File: src/rtl/ppu_pkg.sv
// Shared PPU definitions: OAM DMA state encoding and transfer length.
// OAM_DMA_ALIGN_EN adds the ALIGN state used for odd-cycle alignment.
package ppu_pkg;

    localparam int OAM_DMA_LEN = 256;

`ifdef OAM_DMA_ALIGN_EN
    typedef enum logic [2:0] {
        ST_IDLE,
        ST_HALT,
        ST_ALIGN,
        ST_READ,
        ST_WRITE
    } oam_dma_state_t;
`else
    typedef enum logic [2:0] {
        ST_IDLE,
        ST_HALT,
        ST_READ,
        ST_WRITE
    } oam_dma_state_t;
`endif

endpackage

File: src/rtl/oam_dma_ctrl.sv
// OAM DMA controller: a CPU write to DMA_REG_ADDR copies one 256-byte page
// of CPU space into PPU OAM while stalling the CPU.
// Ports: clk, reset (sync, active high); cpu_we/cpu_addr/cpu_data_in trigger;
// dma_mem_addr/dma_mem_re/mem_data_in source reads; cpu_stall; oam_dma/
// oam_addr/oam_data OAM write port.
// Macro OAM_DMA_ALIGN_EN enables the extra ALIGN cycle on odd parity.
module oam_dma_ctrl
    import ppu_pkg::*;
#(
    parameter logic [15:0] DMA_REG_ADDR = 16'h4014
) (
    input  logic        clk,
    input  logic        reset,
    input  logic        cpu_we,
    input  logic [15:0] cpu_addr,
    input  logic [7:0]  cpu_data_in,
    output logic [15:0] dma_mem_addr,
    output logic        dma_mem_re,
    input  logic [7:0]  mem_data_in,
    output logic        cpu_stall,
    output logic        oam_dma,
    output logic [7:0]  oam_addr,
    output logic [7:0]  oam_data
);

    localparam logic [7:0] LAST_IDX = 8'(OAM_DMA_LEN - 1);

    oam_dma_state_t state;
    oam_dma_state_t state_nx;
    logic [7:0]     idx;
    logic [7:0]     page;
    logic           parity;
    logic           trig;

    assign trig = cpu_we && (cpu_addr == DMA_REG_ADDR) && (state == ST_IDLE);

    always_ff @(posedge clk) begin
        if (reset) begin
            state  <= ST_IDLE;
            idx    <= 8'h00;
            page   <= 8'h00;
            parity <= 1'b0;
        end else begin
            state  <= state_nx;
            parity <= ~parity;
            if (trig) begin
                page <= cpu_data_in;
                idx  <= 8'h00;
            end else if (state == ST_WRITE) begin
                // 8-bit wrap: after byte 255 idx is back at 0
                idx <= idx + 8'h01;
            end
        end
    end

    always_comb begin
        state_nx     = state;
        cpu_stall    = 1'b1;
        dma_mem_re   = 1'b0;
        dma_mem_addr = 16'h0000;
        oam_dma      = 1'b0;
        oam_addr     = 8'h00;
        oam_data     = 8'h00;
        case (state)
            ST_IDLE: begin
                cpu_stall = 1'b0;
                if (trig) state_nx = ST_HALT;
            end
            ST_HALT: begin
`ifdef OAM_DMA_ALIGN_EN
                state_nx = parity ? ST_ALIGN : ST_READ;
`else
                state_nx = ST_READ;
`endif
            end
`ifdef OAM_DMA_ALIGN_EN
            ST_ALIGN: begin
                state_nx = ST_READ;
            end
`endif
            ST_READ: begin
                dma_mem_re   = 1'b1;
                // page byte is never incremented: no carry out of idx
                dma_mem_addr = {page, idx};
                state_nx     = ST_WRITE;
            end
            ST_WRITE: begin
                oam_dma  = 1'b1;
                oam_addr = idx;
                oam_data = mem_data_in;
                state_nx = (idx == LAST_IDX) ? ST_IDLE : ST_READ;
            end
            default: begin
                state_nx  = ST_IDLE;
                cpu_stall = 1'b0;
            end
        endcase
    end

endmodule

File: config.mk
export PLATFORM = sky130hd
export DESIGN_NAME = oam_dma_ctrl
export DESIGN_NICKNAME = d
export VERILOG_FILES = /design/src/rtl/ppu_pkg.sv /design/src/rtl/oam_dma_ctrl.sv
export SDC_FILE = /design/constraint.sdc
export NUM_CORES = 1
export LEC_CHECK = 0
export CAP_MARGIN = 15
export CORE_MARGIN = 4
export CORE_UTILIZATION = 32
export CTS_CLUSTER_SIZE = 30
export DETAILED_ROUTE_END_ITERATION = 6
export PLACE_DENSITY_LB_ADDON = 0.15
export SLEW_MARGIN = 10
export SYNTH_ARGS = -nofsm -noshare
export SYNTH_HDL_FRONTEND = slang
export SYNTH_SLANG_ARGS = --single-unit
File: constraint.sdc
create_clock -name clk -period 1.36 [get_ports clk]
set_clock_uncertainty 0.15 [all_clocks]
set_input_delay 0.34 -clock clk [delete_from_list [all_inputs] [get_ports clk]]
set_output_delay 0.34 -clock clk [all_outputs]
set_load 0.01 [all_outputs]
==> reports/qor.csv, run 1 <==
stage;metric;value;unit
layout;layout_common_cells;33 x buf_6, 24 x buf_2, 19 x buf_4, 17 x clkdlybuf4s50_1, 16 x and2_4;
timing;max_slew_margin;78.6;%
clock_tree;cts.clk_slew.worst_paths;0.10;ns
drt;ant_nets;0;
place;place_ws;-0.701;ns
clock_tree;cts_tree;built;
layout;fin_util;71.9;%
timing;rsz0062_at_grt;true;
floorplanning;initial_utilization;34.6;%
synth;synth_cell_types;30;
place;portBuffers;69;
clock_tree;clock_sinks;18;
global_routing;grt_first_pass_wirelength;6670;um
clock_tree;htree_levels;1;
power_and_ir_drop;combPwrFrac;15.8;%
setup_path;cp.arrival;1.29;ns
synth;syn_area_per_cell;8.39;um2
drt;route.vias.total;1388;
synth;synth_top_area_share;33.0;%
power_and_ir_drop;p_seq_share;51.9;%
power_and_ir_drop;leakage;1.04;nW
setup_path;cp-end-kind;output pin;
power_and_ir_drop;clock_power_share;32.2;%
drt;via_per_inst;5.07;
timing;finalSetupViolations;52;
drt;drtIter0Drc;38;
synth;synth-edff-count;0;
setup_path;crit_slowest_cell;dfxtp_2;
layout;drive_gt1_share;58.3;%
layout;area_growth_syn_to_layout;108;%
floorplanning;die_y;66.4;um
global_routing;grt_pass1_vias;1344;
setup_path;worst_path_dominant_cell_family;simple AND/OR/NAND/NOR gates;
place;place.gp.congestion;0.735;
synth;async_flop_share;0;%
synth;synth-seq-area-share;33.0;%
outcome;violations;negative setup slack;
place;placed_area;0.00195;mm2
power_and_ir_drop;worst_ir_drop_vdd;0.617;mV
timing;finalHoldViolCount;0;
floorplanning;rows;20;
clock_tree;hold_buffers;0;
synth;synthTopCellsByArea;dfxtp_1 33%, and2_1 10%, and3_1 9.2%, nand4_1 5.2%, a21oi_1 4.1%;
min_path;hold_path.class;register to register;
outcome;status;finished with violations;
layout;postLayoutCellArea;0.00227;mm2
synth;synth_nets;166;
power_and_ir_drop;p_per_area;447;mW/mm2
setup_path;critPathMaxFanout;8;
synth;yosysTopAreaCell;dfxtp_1;
global_routing;grt_max_degree;21;
global_routing;antenna_found_initial;0;
setup_path;path_buf_inv;2;
timing;worst_slew_pin_slew;0.318;ns
place;place_hpwl;2730;um
timing;post-route-min-period;1.78;ns
run;maxCapViolations;0;
setup_path;critPathLaunchType;register;
synth;syn_inst;130;
global_routing;grt_use_total;19.2;%
power_and_ir_drop;p_int;792;uW
clock_tree;clockRootBuffer;clkbuf_4;
setup_path;cp.required;0.87;ns
clock_tree;clk_latency;0.29;ns
setup_path;r2r_cells;9;
timing;finalWorstSetupSlack;-0.417;ns
synth;yosysWarningCount;0;
floorplanning;ios;70;
layout;layout_commonest_cell;buf_6;
layout;nets;267;
power_and_ir_drop;switchingPower;222;uW
synth;ys_ff_latch;18;
synth;ys.flop_type;dfxtp_1;
drt;routed_wl;4320;um
layout;diodes;0;
drt;post-route-drc-count;0;
setup_path;crit_chain;and2b_2, buf_6, and2_1, buf_2;
power_and_ir_drop;swShare;21.9;%
clock_tree;cts_buffers;3;
drt;wl_per_cell;15.8;um
floorplanning;die_w;66.4;um
timing;slew_violations;0;
drt;drtPass1Iterations;4;
floorplanning;core;0.00315;mm2
floorplanning;die-area;0.00441;mm2
timing;holdWs;0.325;ns
global_routing;grt-ovfl-total;0;
clock_tree;clockBufferDepth;2;
timing;period_share;131;%
setup_path;cp_slowest_stage_delay;0.34;ns
setup_path;critPathKind;register to output pin;
setup_path;cp.depth;4;
min_path;hold_depth;2;
synth;netlist_area;0.00109;mm2
timing;fmax;563;MHz
synth_stat cells (2+ instances only):
| cell | n |
|---|---|
| nand4_1 | 9 |
| buf_6 | 2 |
| o21ai_0 | 8 |
| and3_1 | 16 |
| xor2_1 | 3 |
| dfxtp_1 | 18 |
| clkbuf_1 | 6 |
| nor3_1 | 9 |
| and2_1 | 18 |
| buf_2 | 3 |
| a21oi_1 | 9 |
| nor2_1 | 4 |
| xnor2_1 | 4 |
| nand2_1 | 2 |
| nand3_1 | 4 |
per-layer routing:
| layer | global-route usage, % | vias to the layer above | share of wire [%] |
|---|---|---|---|
| met2 | 33.2 | 55 | 50 |
| met4 | 4.06 | 0 | 1.2 |
| met3 | 4.42 | 6 | 7.9 |
| li1 | - | 669 | - |
| met5 | 0 | - | 0 |
| met1 | 24.1 | 658 | 41 |
power by group through the flow:
stage / Combinational [mW] / Clock [mW] / Sequential (mW)
after floorplan: 0.0228 / 0 / 0.539
after global placement: 0.138 / 0 / 0.539
after detailed placement: 0.141 / 0 / 0.539
after CTS: 0.148 / 0.334 / 0.527
after global routing: 0.168 / 0.355 / 0.527
final: 0.160 / 0.327 / 0.527
per-stage QoR:
step           cells  setup TNS (ns)  power [mW]
2_1_floorplan    130           -1.15       0.562
3_3_place_gp     249          -26.08       0.677
3_5_place_dp     249          -27.01       0.680
4_1_cts          268          -15.86        1.01
5_1_grt          274          -19.11        1.05
6_report         274          -16.54        1.01
repair_timing:
item | in CTS | in global routing
buffers inserted | 7 | 6
setup endpoints to repair | 52 | 53
resized for setup | 236 | 18
pin swaps | 23 | 11
gates cloned | 8 | 0
worst paths after layout:
check	start	end	slack [ns]
worst max-delay path	state[0]$_SDFFE_PP0P_	dma_mem_addr[15]	-0.42
worst min register to register	page[5]$_SDFFE_PP0P_	page[5]$_SDFFE_PP0P_	0.32
worst max register to register	state[0]$_SDFFE_PP0P_	page[3]$_SDFFE_PP0P_	-0.30
worst min-delay path	page[5]$_SDFFE_PP0P_	page[5]$_SDFFE_PP0P_	0.32
tightest hold or removal path, stage by stage, from the launching register on:
cell and delay (ns):
dfxtp_1 0.33, o21ai_2 0.05, a21oi_1 0.05
kinds of logic after synthesis:
kind of cell	synth area share, %
and+or+nand+nor	43.6
DFF	33.0
buffers and inverters	7.11
xor gates and xnor gates	5.62
AOI/OAI and AO/OA	8.60
muxes	0.917
adders and majority gates	1.15
state kept, by name, indices dropped and copies added, names as in the netlist:
signal  flops
page        8
idx         8
state       2
cell type report:
cell class	instances	area [um2]
Fill cell	251	886
Sequential cell	18	364
Clock buffer	4	36.3
Multi-Input combinational cell	100	860
Inverter	1	3.75
Tap cell	44	55.1
Timing Repair Buffer	107	948
No activity file was read; power rests on OpenSTA's default activity.
==> run 2: changes to the inputs <==
--- a/config.mk
+++ b/config.mk
@@ -5,12 +5,13 @@
 export SDC_FILE = /design/constraint.sdc
 export NUM_CORES = 1
 export LEC_CHECK = 0
-export CAP_MARGIN = 15
+export CAP_MARGIN = 40
 export CORE_MARGIN = 4
 export CORE_UTILIZATION = 32
 export CTS_CLUSTER_SIZE = 30
 export DETAILED_ROUTE_END_ITERATION = 6
-export PLACE_DENSITY_LB_ADDON = 0.15
+export HOLD_SLACK_MARGIN = 0.08
+export PLACE_DENSITY_LB_ADDON = 0.05
 export SLEW_MARGIN = 10
 export SYNTH_ARGS = -nofsm -noshare
 export SYNTH_HDL_FRONTEND = slang
==> run 2 against run 1 <==
Against the previous run: non-clock buffer count grew 5; first-iteration DRC count up 13%; fmax grew 0.43%; the run still ends with negative setup slack left; power shrank 0.81%; critical path type unchanged; clock-buffer cell count unchanged; clock power shrank 2%; cell area up 4.2%; sequential power is essentially flat; final cell count rose by 1.8%; core utilization rose by 3.1 points; global-route usage rose by 0.17 points; hold slack worse by 0.0050 ns.
==> reports/qor.csv, run 2 (synthesis gave the netlist of run 1 again) <==
stage;metric;value;unit;change
floorplanning;die_w;66.4;um;unchanged
setup_path;critPathLaunchType;register;;
global_routing;grt-ovfl-total;0;;unchanged
drt;route.vias.total;1458;;+5.0%
timing;finalHoldViolCount;0;;unchanged
layout;largestRegisters;idx (8), page (8), state (2);;
place;placed_area;0.00198;mm2;+1.2%
setup_path;r2r-end;idx[0]$_SDFFE_PP0P_;;
floorplanning;die-area;0.00441;mm2;unchanged
min_path;hold_path.class;register to register;;
clock_tree;hold_buffers;0;;unchanged
clock_tree;clockBufferDepth;2;;unchanged
timing;period_share;130;%;-0.56 points
setup_path;cp_slowest_stage_delay;0.33;ns;about the same
floorplanning;core;0.00315;mm2;unchanged
drt;post-route-drc-count;0;;unchanged
timing;worst_slew_pin_slew;0.354;ns;+0.0361 ns
min_path;hold_depth;2;;unchanged
layout;nets;272;;+1.9%
place;place_hpwl;2610;um;-4.3%
power_and_ir_drop;leakage;1.07;nW;+3.4%
setup_path;r2r_cells;8;;-1
power_and_ir_drop;switchingPower;215;uW;-3.3%
layout;area_growth_syn_to_layout;117;%;
clock_tree;clock_sinks;18;;unchanged
setup_path;path_buf_inv;2;;unchanged
setup_path;critPathMaxFanout;8;;unchanged
min_path;hold-path-endpoint;page[4]$_SDFFE_PP0P_;;
clock_tree;cts_buffers;3;;unchanged
drt;drtPass1Iterations;4;;unchanged
power_and_ir_drop;p_int;791;uW;-0.12%
floorplanning;die_y;66.4;um;unchanged
setup_path;reg2reg_from;state[0]$_SDFFE_PP0P_;;
clock_tree;clockRootBuffer;clkbuf_4;;
power_and_ir_drop;worst_ir_drop_vdd;0.496;mV;-20%
timing;holdWs;0.320;ns;-0.00499 ns
power_and_ir_drop;p_per_area;426;mW/mm2;-4.9%
outcome;status;finished with violations;;
drt;ant_nets;0;;unchanged
setup_path;reg2reg_slack;-0.37;ns;-0.07 ns
drt;routed_wl;4640;um;+7.3%
setup_path;cp.arrival;1.28;ns;about the same
global_routing;antenna_found_initial;0;;unchanged
setup_path;critPathKind;register to output pin;;
layout;diodes;0;;unchanged
floorplanning;rows;20;;unchanged
drt;drtIter0Drc;43;;+13%
timing;finalWorstSetupSlack;-0.410;ns;+0.00759 ns
power_and_ir_drop;clock_power_share;31.9;%;-0.3 points
drt;wl_per_cell;16.6;um;+5.4%
layout;layout_common_cells;35 x buf_6, 24 x buf_2, 24 x buf_4, 17 x and2_4, 17 x clkdlybuf4s50_1;;
layout;drive_gt1_share;62.6;%;+4.3 points
place;portBuffers;69;;unchanged
power_and_ir_drop;finalPower;1.01;mW;-0.81%
min_path;hp-start;page[4]$_SDFFE_PP0P_;;
clock_tree;cts.clk_slew.worst_paths;0.10;ns;about the same
timing;post-route-min-period;1.77;ns;-0.00759 ns
drt;top_layer_used;met4;;
drt;via_per_inst;5.23;;+3.2%
run;maxCapViolations;0;;unchanged
drt;wl_met3;440;um;+29%
setup_path;cp-end-kind;output pin;;
global_routing;grt_use_total;19.4;%;+0.17 points
drt;met1Wirelength;1890;um;+7.1%
global_routing;grt_first_pass_wirelength;6690;um;+0.42%
clock_tree;cts_tree;built;;
timing;max_slew_margin;76.3;%;-2.3 points
global_routing;grt_pass1_vias;1393;;+3.6%
timing;fmax;565;MHz;+0.43%
power_and_ir_drop;p_seq_share;52.2;%;+0.3 points
floorplanning;initial_utilization;34.6;%;unchanged
clock_tree;clk_latency;0.28;ns;about the same
timing;slew_violations;0;;unchanged
layout;postLayoutCellArea;0.00236;mm2;+4.2%
outcome;violations;negative setup slack;;
setup_path;worst_path_dominant_cell_family;simple AND/OR/NAND/NOR gates;;
timing;finalSetupViolations;51;;-1.9%
power_and_ir_drop;swShare;21.4;%;-0.54 points
setup_path;crit_chain;and2b_4, buf_12, and2_4, buf_6;;
setup_path;crit_slowest_cell;dfxtp_2;;
setup_path;cp.required;0.87;ns;about the same
place;place.gp.congestion;0.833;;+13%
timing;rsz0062_at_grt;true;;
power_and_ir_drop;combPwrFrac;16.0;%;+0.2 points
clock_tree;htree_levels;1;;unchanged
global_routing;grt_max_degree;21;;unchanged
drt;wl_met2;2200;um;+1.8%
floorplanning;ios;70;;unchanged
layout;n_fill_cell;251;;unchanged
layout;layout_commonest_cell;buf_6;;
-- run 2: stage by stage --
step	TNS (ns)	setup WS (ns)	util, %	instances
6_report	-17.19	-0.410	75.0	279
3_3_place_gp	-25.83	-0.640	62.7	252
2_1_floorplan	-1.15	-0.0928	-	130
4_1_cts	-16.03	-0.413	70.4	275
5_1_grt	-19.89	-0.455	75.0	279
3_5_place_dp	-26.97	-0.686	62.7	252
-- run 2: how the worst max path moves through the flow --
stage | from | end | slack [ns] | depth (start not counted)
6_report | state[0]$_SDFFE_PP0P_ | dma_mem_addr[11] | -0.41 | 4
5_1_grt | state[0]$_SDFFE_PP0P_ | dma_mem_addr[1] | -0.45 | 4
4_1_cts | state[0]$_SDFFE_PP0P_ | dma_mem_addr[5] | -0.41 | 4
3_5_place_dp | cpu_addr[6] | idx[5]$_SDFFE_PP0P_ | -0.69 | 5
3_3_place_gp | cpu_addr[6] | idx[4]$_SDFFE_PP0P_ | -0.64 | 5
2_1_floorplan | state[1]$_SDFFE_PP0P_ | dma_mem_addr[0] | -0.09 | 4
-- run 2: timing repair --
action,CTS,global route
pin swaps,23,10
endpoints found under the setup margin,53,53
setup buffers,11,5
gates cloned,8,0
gates resized for setup,252,24
-- run 2: area by class of cell --
| type | count | area, um2 | area share (%) |
|---|---|---|---|
| timing repair buffer | 112 | 1010 | 42.7 |
| multi-input combinational | 100 | 892 | 37.7 |
| sequential | 18 | 368 | 15.6 |
| tap | 44 | 55.1 | 2.33 |
| clock buffer | 4 | 36.3 | 1.54 |
| inverter | 1 | 3.75 | 0.159 |
-- run 2: power by group through the flow --
| stage | clock, mW | sequential [mW] | combinational, mW |
|---|---|---|---|
| 2_1_floorplan | 0 | 0.539 | 0.0228 |
| 3_3_place_gp | 0 | 0.539 | 0.135 |
| 3_5_place_dp | 0 | 0.539 | 0.138 |
| 4_1_cts | 0.330 | 0.527 | 0.147 |
| 5_1_grt | 0.347 | 0.525 | 0.170 |
| 6_report | 0.320 | 0.525 | 0.161 |
-- run 2: worst min-delay path, delay by kind of cell, from the launching register on --
family	cells	cell delay, ns
AOI/OAI and AO/OA	2	0.10
DFF	1	0.33
-- run 2: per-layer routing --
layer / global-route usage, % / up-vias
li1: - / 679
met1: 25.8 / 683
met2: 31.7 / 87
met3: 3.06 / 9
met4: 6.09 / 0
met5: 0 / -
==> run 3: changes to the inputs <==
--- a/config.mk
+++ b/config.mk
@@ -6,6 +6,7 @@
 export NUM_CORES = 1
 export LEC_CHECK = 0
 export CAP_MARGIN = 40
+export CORE_ASPECT_RATIO = 0.6
 export CORE_MARGIN = 4
 export CORE_UTILIZATION = 32
 export CTS_CLUSTER_SIZE = 30
==> run 3 against run 2 <==
Against the previous run: the run still ends with negative setup slack left; hold slack got worse by 0.0037 ns; cell area increased by 6.3%; final cell count increased by 2.9%; global-route usage increased by 2.3 points; worst setup slack improved by 0.027 ns; wire length increased by 8.9%; power increased by 13%; fmax increased by 1.5%; sequential share of layout area decreased by 1.1 points; non-clock buffer count increased by 6; clock-buffer cell count unchanged; largest cell class unchanged.
==> reports/qor.csv, run 3 (synthesis gave the netlist of run 1 again) <==
stage;metric;value;unit;change
outcome;status;finished with violations;;
outcome;violations;negative setup slack;;
floorplanning;initial_utilization;33.4;%;-1.2 points
clock_tree;clk_latency;0.25;ns;-0.03 ns
power_and_ir_drop;p_per_area;453;mW/mm2;+6.5%
floorplanning;core;0.00326;mm2;+3.5%
place;place_hpwl;2850;um;+9.3%
drt;top_layer_used;met4;;
layout;layout_common_cells;45 x buf_6, 31 x buf_4, 18 x and2_4, 17 x clkdlybuf4s50_1, 15 x dfxtp_1;;
setup_path;cp.required;0.87;ns;about the same
clock_tree;clockRootBuffer;clkbuf_8;;
power_and_ir_drop;leakage;1.10;nW;+2.7%
setup_path;cp.arrival;1.25;ns;-0.03 ns
layout;postLayoutCellArea;0.00251;mm2;+6.3%
layout;layout_commonest_cell;buf_6;;
layout;area_growth_syn_to_layout;130;%;
setup_path;crit_chain;and2b_4, buf_6, and2_1, buf_2;;
global_routing;grt-ovfl-total;0;;unchanged
place;place_ws;-0.700;ns;-0.0142 ns
floorplanning;rows;16;;-20%
timing;finalSetupViolations;53;;+3.9%
drt;wl_met2;2330;um;+5.9%
drt;post-route-drc-count;0;;unchanged
setup_path;cp_slowest_stage_delay;0.33;ns;about the same
drt;drtIter0Drc;45;;+4.7%
clock_tree;clockBufferDepth;2;;unchanged
timing;holdWs;0.316;ns;-0.00374 ns
drt;met1Wirelength;2210;um;+17%
floorplanning;ios;70;;unchanged
drt;via_per_inst;5.17;;-1.1%
setup_path;path_buf_inv;2;;unchanged
floorplanning;die-area;0.00444;mm2;+0.70%
drt;wl_met3;439;um;-0.23%
layout;diodes;0;;unchanged
global_routing;grt_pass1_vias;1424;;+2.2%
clock_tree;cts.clk_slew.worst_paths;0.07;ns;-0.03 ns
setup_path;critPathMaxFanout;6;;-2
timing;finalWorstSetupSlack;-0.383;ns;+0.0265 ns
layout;fin_util;77.0;%;+2.0 points
timing;slew_violations;0;;unchanged
setup_path;critPathLaunchType;register;;
timing;period_share;128;%;-1.9 points
clock_tree;cts_buffers;3;;unchanged
floorplanning;die_y;53.2;um;-20%
drt;route.vias.total;1483;;+1.7%
layout;nets;279;;+2.6%
layout;largestRegisters;idx (8), page (8), state (2);;
setup_path;crit_slowest_cell;dfxtp_2;;
drt;wl_per_cell;17.6;um;+5.9%
drt;ant_nets;0;;unchanged
clock_tree;clock_sinks;18;;unchanged
timing;fmax;574;MHz;+1.5%
timing;post-route-min-period;1.74;ns;-0.0265 ns
timing;worst_slew_pin_slew;0.339;ns;-0.0152 ns
timing;max_slew_margin;77.3;%;+1.0 points
power_and_ir_drop;worst_ir_drop_vdd;0.435;mV;-12%
power_and_ir_drop;finalPower;1.14;mW;+13%
place;portBuffers;69;;unchanged
timing;finalHoldViolCount;0;;unchanged
drt;drtPass1Iterations;4;;unchanged
timing;rsz0062_at_grt;true;;
place;place.gp.congestion;0.827;;-0.67%
setup_path;cp-end-kind;output pin;;
floorplanning;die_w;83.4;um;+26%
setup_path;critPathKind;register to output pin;;
global_routing;grt_max_degree;21;;unchanged
global_routing;grt_first_pass_wirelength;7490;um;+12%
clock_tree;htree_levels;1;;unchanged
layout;drive_gt1_share;66.1;%;+3.6 points
place;placed_area;0.00199;mm2;+0.70%
setup_path;worst_path_dominant_cell_family;simple AND/OR/NAND/NOR gates;;
min_path;hold_path.class;register to register;;
global_routing;grt_use_total;21.7;%;+2.3 points
global_routing;antenna_found_initial;0;;unchanged
drt;routed_wl;5050;um;+8.9%
clock_tree;cts_tree;built;;
clock_tree;hold_buffers;0;;unchanged
run;maxCapViolations;0;;unchanged
run 3: cell type report:
class / count / area, um2
multi-input combinational: 101 / 931
tap: 45 / 56.3
inverter: 1 / 3.75
sequential: 18 / 364
clock buffer: 4 / 55.1
fill: 209 / 751
timing repair buffer: 118 / 1100
run 3: stage by stage:
step | std cells | TNS, ns
finish | 287 | -15.79
global route | 287 | -17.75
CTS | 281 | -14.44
detailed placement | 253 | -27.19
global placement | 253 | -25.92
floorplan | 130 | -1.15
run 3: path summary, 6_finish.rpt:
| kind | endpoint | slack (ns) | startpoint | depth (start not counted) |
|---|---|---|---|---|
| max | dma_mem_addr[15] | -0.38 | state[0]$_SDFFE_PP0P_ | 4 |
| min | page[0]$_SDFFE_PP0P_ | 0.32 | page[0]$_SDFFE_PP0P_ | 2 |
| min reg2reg | page[0]$_SDFFE_PP0P_ | 0.32 | page[0]$_SDFFE_PP0P_ | 2 |
| max reg2reg | idx[1]$_SDFFE_PP0P_ | -0.37 | state[0]$_SDFFE_PP0P_ | 8 |
run 3: routing by layer:
metal | vias to the layer above | GRT usage, %
met5 | - | 0
met4 | 0 | 5.16
met3 | 6 | 6.53
met2 | 73 | 34.7
met1 | 709 | 28.8
li1 | 695 | -
run 3: what timing repair did:
item,CTS,global route
buffers inserted,18,8
gates cloned,8,0
endpoints found under the setup margin,53,53
resized for setup,254,41
pin swaps,22,13
run 3: where the power goes:
part	leakage (nW)	internal [mW]	switching, mW	total, mW
registers	0.146	0.527	0.00000360	0.527
clock network	0.0288	0.257	0.180	0.437
logic	0.928	0.112	0.0629	0.175
total	1.10	0.896	0.243	1.14
run 3: worst reg2reg max path, cell delays in order, from the launching register on:
cell and delay (ns):
dfxtp_2 0.33, buf_4 0.14, buf_6 0.12, nor2_4 0.10
buf_6 0.12, nand4bb_4 0.12, buf_6 0.16, nor2_4 0.29
nor3_2 0.08
